--- src/rtl/display_scan_ctrl.sv ---
// Time-multiplexed 7-segment scan controller with shadow/active code banks and frame-boundary commit.
// Optional LEADING_ZERO_BLANK_EN: darken leading 0x00 digits (digit 0 always shown).
module display_scan_ctrl #(
    parameter int DIGITS       = 4,
    parameter int PRESCALE     = 50000,
    parameter int BLANK_CYCLES = 2
) (
    input  logic                      clock,
    input  logic                      reset_n,
    input  logic                      wr_valid,
    output logic                      wr_ready,
    input  logic                      wr_mode,
    input  logic [$clog2(DIGITS)-1:0] wr_index,
    input  logic [15:0]               wr_data,
    output logic [7:0]                seg_data,
    output logic                      seg_enable,
    output logic [DIGITS-1:0]         digit_sel,
    output logic                      frame_done
);
    localparam int IW      = $clog2(DIGITS);
    localparam int CNT_MAX = (PRESCALE > BLANK_CYCLES) ? PRESCALE : BLANK_CYCLES;
    localparam int CW      = $clog2(CNT_MAX);
    localparam logic [7:0] DASH = 8'h10;

    typedef enum logic {BLANK, DRIVE} state_t;

    state_t            state;
    logic [CW-1:0]     cnt;
    logic [IW-1:0]     cur;
    logic [7:0]        shadow [DIGITS];
    logic [7:0]        active [DIGITS];
    logic              dirty;
    logic [DIGITS-1:0] suppress;
    logic [DIGITS-1:0] cur_onehot;
    logic              pre_commit;
    logic              wr_accept;

    assign cur_onehot = {{(DIGITS-1){1'b0}}, 1'b1} << cur;
    assign wr_accept  = wr_valid && wr_ready;
    // True in the cycle just before the last DRIVE cycle of the last digit.
    assign pre_commit = (state == DRIVE) && (cnt == CW'(PRESCALE - 2)) &&
                        (cur == IW'(DIGITS - 1));

`ifdef LEADING_ZERO_BLANK_EN
    logic zero_above;
    always_comb begin
        suppress   = '0;
        zero_above = 1'b1;
        for (int i = DIGITS - 1; i > 0; i--) begin
            zero_above  = zero_above && (active[i] == 8'h00);
            suppress[i] = zero_above;
        end
    end
`else
    assign suppress = '0;
`endif

    always_ff @(posedge clock or negedge reset_n) begin
        if (!reset_n) begin
            state      <= BLANK;
            cnt        <= '0;
            cur        <= '0;
            seg_data   <= 8'h00;
            seg_enable <= 1'b0;
            digit_sel  <= '1;
            wr_ready   <= 1'b0;
            frame_done <= 1'b0;
        end else begin
            wr_ready   <= !pre_commit;
            frame_done <= pre_commit;
            case (state)
                BLANK: begin
                    if (cnt == CW'(BLANK_CYCLES - 1)) begin
                        state      <= DRIVE;
                        cnt        <= '0;
                        seg_data   <= active[cur];
                        seg_enable <= !suppress[cur];
                    end else begin
                        cnt <= cnt + 1'b1;
                    end
                end
                DRIVE: begin
                    if (cnt == CW'(PRESCALE - 1)) begin
                        state      <= BLANK;
                        cnt        <= '0;
                        seg_enable <= 1'b0;
                        digit_sel  <= '1;
                        cur        <= (cur == IW'(DIGITS - 1)) ? '0 : cur + 1'b1;
                    end else begin
                        cnt <= cnt + 1'b1;
                        // Anode turns on one cycle after the decoder was fed, matching its register.
                        if (!suppress[cur]) digit_sel <= ~cur_onehot;
                    end
                end
                default: state <= BLANK;
            endcase
        end
    end

    always_ff @(posedge clock or negedge reset_n) begin
        if (!reset_n) begin
            for (int i = 0; i < DIGITS; i++) begin
                shadow[i] <= DASH;
                active[i] <= DASH;
            end
            dirty <= 1'b0;
        end else begin
            // wr_ready is low while frame_done is high, so commit and write never collide.
            if (frame_done && dirty) begin
                for (int i = 0; i < DIGITS; i++) active[i] <= shadow[i];
                dirty <= 1'b0;
            end
            if (wr_accept) begin
                if (!wr_mode) begin
                    if (int'(wr_index) < DIGITS) begin
                        shadow[wr_index] <= wr_data[7:0];
                        dirty            <= 1'b1;
                    end
                end else begin
                    for (int i = 0; i < DIGITS; i++)
                        shadow[i] <= (i < 4) ? {4'h0, wr_data[4*(i%4) +: 4]} : DASH;
                    dirty <= 1'b1;
                end
            end
        end
    end
endmodule

--- config.mk ---
export PLATFORM = sky130hd
export DESIGN_NAME = display_scan_ctrl
export DESIGN_NICKNAME = d
export VERILOG_FILES = /design/src/rtl/display_scan_ctrl.sv
export SDC_FILE = /design/constraint.sdc
export NUM_CORES = 1
export LEC_CHECK = 0
export BUFFER_PORTS_ARGS = -buffer_cell sky130_fd_sc_hd__buf_2
export CAP_MARGIN = 5
export CELL_PAD_IN_SITES_DETAIL_PLACEMENT = 1
export CELL_PAD_IN_SITES_GLOBAL_PLACEMENT = 1
export CORE_ASPECT_RATIO = 1.25
export CORE_MARGIN = 1
export CORE_UTILIZATION = 48
export DETAILED_ROUTE_END_ITERATION = 10
export HOLD_SLACK_MARGIN = 0.03
export PLACE_DENSITY_LB_ADDON = 0.1
export SYNTH_ARGS = -nofsm -noshare
export SYNTH_HDL_FRONTEND = slang
export SYNTH_SLANG_ARGS = --single-unit
export TNS_END_PERCENT = 100
--- constraint.sdc ---
create_clock -name clock -period 1.8 [get_ports clock]
set_input_delay 0.09 -clock clock [delete_from_list [all_inputs] [get_ports clock]]
set_output_delay 0.09 -clock clock [all_outputs]
set_load 0.005 [all_outputs]
==> reports/qor.yml <==
max_cap_violations: 0
grt_antenna_before_repair: 0
layout_commonest_cell: "sky130_fd_sc_hd__dfrtp_1"
fin_crit_sh_pct: 97.0
dominantRegCellSynth: "sky130_fd_sc_hd__dfrtp_1"
timing.fmax_mhz: 573
tightest_pin_transition_ns: 0.792
global_route.overflow_total: 0
hold_violations: 0
cp-start-kind: "register"
largest_fanout_on_the_critical_path: 8
tritoncts_num_sinks: 99
first_global_vias: 3440
finish.net_count: 448
netlist_area_mm2: 0.00446
dpl.cell_count: 514
dieWidth_um: 88.2
nFillCells: 949
grt_use_total_pct: 24.5
wire_per_inst_um: 19.4
cp-end-kind: "register"
tritoncts: "built"
cts_inserted_buffers: 9
setup_total_neg_slack_ns: 0
rsz0062_at_grt: "true"
ctsHtreeMaxLevel: 3
clock_latency_reported_for_the_late_side_of_the_worst_skew_pair_ns: 0.36
fp.dieArea_mm2: 0.00968
diodes: 0
finalCriticalPeriod_ns: 1.75
design.portCount: 37
cp.required_ns: 2.08
mappedNetlistNets: 387
final_cell_count_no_fill: 544
first_pass_iters: 6
hold_path.class: "in -> reg"
die_y_um: 110
placeableCoreArea_mm2: 0.00884
slew_viol_final: 0
power.leakage_nw: 2.44
maximum_number_of_pins_on_one_net_before_global_route_repair: 51
antenna_violating_nets_post_route: 0
mostFrequentLayoutCells: "86 x sky130_fd_sc_hd__dfrtp_1, 40 x sky130_fd_sc_hd__a22oi_1, 38 x sky130_fd_sc_hd__mux2_2"
crit_type: "reg -> reg"
multi_input_area_mm2: 0.00190
run_status: "complete, no violations"
async_flop_share_pct: 100
io_buffers: 36
clk_pin_slew_ns: 0.09
clock_tree.root_cell: "sky130_fd_sc_hd__clkbuf_8"
detail_route.drc_violations: 0
dp.final_hpwl_mm: 7.17
netlist-cell-type-count: 37
postSynthCellCount: 358
drive_above_1_share_pct: 34.2
slew-limit-headroom_pct: 47.0
syn_avg_cell_area_um2: 12.5
fin_worst_skew_ns: 0.00900
layout-area-overhead-vs-synth_pct: 18.2
drtIter0Drc: 135
number_of_warning_messages_in_the_yosys_log: 0
routed-via-count: 3119
start_util_pct: 50.4
synth_enable_flop_cells: 0
routabilityCongestion: 0.832
power_density_mw_per_mm2: 807
synth-seq-area-share_pct: 55.9
max-vdd-ir-drop_uv: 466
routed_via_density: 5.73
final-seq-area_mm2: 0.00249
setup_violations_final: 0
synth.ff_latch_count: 99
detailed_route_wire_length_mm: 10.6
arrival_ns: 2.02
core.rowCount: 38
grt_first_pass_wirelength_mm: 17.5
ctsLongestPathBuffers: 2
## critical path, cell delays in order (launching register included)
cell,delay [ns]
sky130_fd_sc_hd__dfrtp_1,0.34
sky130_fd_sc_hd__nand2_1,0.25
sky130_fd_sc_hd__nor2_1,0.70
sky130_fd_sc_hd__a22oi_1,0.15
sky130_fd_sc_hd__o21ai_0,0.21
## cells by family after synthesis
family                   share of synthesized area (%)
flip-flops                                        55.9
adder cells (fa/ha/maj)                           1.96
XOR/XNOR                                          2.55
AO/OA/AOI/OAI                                     11.5
multiplexers                                      16.3
AND/OR/NAND/NOR                                   9.40
buffers and inverters                             2.36
## synth_stat cells (2+ instances only)
| master | instances | area [um^2] |
|---|---|---|
| sky130_fd_sc_hd__ha_1 | 7 | 87.6 |
| sky130_fd_sc_hd__mux2_2 | 38 | 428 |
| sky130_fd_sc_hd__and4_1 | 3 | 26.3 |
| sky130_fd_sc_hd__xor2_1 | 4 | 35.0 |
| sky130_fd_sc_hd__a21oi_1 | 5 | 25.0 |
| sky130_fd_sc_hd__nand2_1 | 23 | 86.3 |
| sky130_fd_sc_hd__buf_1 | 3 | 11.3 |
| sky130_fd_sc_hd__nor2_1 | 25 | 93.8 |
| sky130_fd_sc_hd__dfrtp_1 | 87 | 2180 |
| sky130_fd_sc_hd__xnor2_1 | 9 | 78.8 |
| sky130_fd_sc_hd__clkbuf_1 | 10 | 37.5 |
| sky130_fd_sc_hd__nand4_1 | 6 | 37.5 |
| sky130_fd_sc_hd__buf_2 | 3 | 15.0 |
| sky130_fd_sc_hd__mux2_4 | 8 | 120 |
| sky130_fd_sc_hd__and3_1 | 2 | 12.5 |
| sky130_fd_sc_hd__o21ai_0 | 31 | 155 |
| sky130_fd_sc_hd__a22oi_1 | 40 | 300 |
| sky130_fd_sc_hd__nand2b_1 | 2 | 12.5 |
| sky130_fd_sc_hd__dfstp_2 | 12 | 315 |
| sky130_fd_sc_hd__nand3_1 | 5 | 25.0 |
| sky130_fd_sc_hd__mux4_2 | 8 | 180 |
| sky130_fd_sc_hd__nor3_1 | 5 | 25.0 |
| sky130_fd_sc_hd__inv_1 | 8 | 30.0 |
## power breakdown
part	leakage [nW]	internal (mW)	switching, mW
Sequential	1.25	2.34	0.0836
Clock	0.107	0.757	0.744
Combinational	1.08	0.147	0.185
## worst paths after layout
| path | start | to | slack, ns | depth (start not counted) |
|---|---|---|---|---|
| worst max-delay path | wr_ready | shadow[6] | 0.05 | 4 |
| max in group asynchronous | reset_n | shadow[8] | 0.98 | 3 |
| worst min-delay path | wr_data[4] | shadow[16] | 0.06 | 3 |
| min in group asynchronous | reset_n | seg_data[1] | 0.18 | 2 |
| worst min register to register | digit_sel[1] | digit_sel[1] | 0.49 | 2 |
| worst max register to register | wr_ready | shadow[6] | 0.05 | 4 |
## sequential cells by signal, indices dropped and copies added (netlist names)
name and count:
wr_ready 1, active 32, seg_enable 1, seg_data 8
state 1, cnt 16, frame_done 1, cur 2
shadow 32, digit_sel 4, dirty 1
## timing repair
item | 4_1_cts | 5_1_grt
resized for setup | 0 | 5
endpoints found under the hold margin | 79 | 0
setup endpoints to repair | 0 | 27
setup buffers | 0 | 0
hold buffers | 13 | 0
## metal layers
layer	global-route usage, %	vias up	share of wire [%]
met2	42.9	46	54
met4	9.91	0	1.4
met5	0	-	0
met3	2.93	11	1.8
li1	-	1425	-
met1	30.6	1637	43
## cell type report
class | instances | share of cell area (%)
Clock buffer | 14 | 3.28
Tap cell | 120 | 2.85
Timing Repair Buffer | 66 | 9.30
Sequential cell | 99 | 47.3
Inverter | 8 | 0.570
Multi-Input combinational cell | 235 | 36.0
Clock inverter | 2 | 0.665
## per-stage QoR
| stage | worst slack [ns] | cell area (um^2) | hold WS [ns] | util, % | total power, mW |
|---|---|---|---|---|---|
| floorplan | 0.212 | 4460 | -0.206 | - | 2.60 |
| global placement | 0.102 | 4900 | 0.0259 | 55.4 | 2.75 |
| detailed placement | 0.000672 | 4900 | 0.0325 | 55.4 | 2.77 |
| CTS | 0.000676 | 5230 | 0.0512 | 59.2 | 4.29 |
| global route | -0.0689 | 5270 | 0.0705 | 59.6 | 4.43 |
| finish | 0.0535 | 5270 | 0.0602 | 59.6 | 4.25 |
No activity file was read; power rests on OpenSTA's default activity.
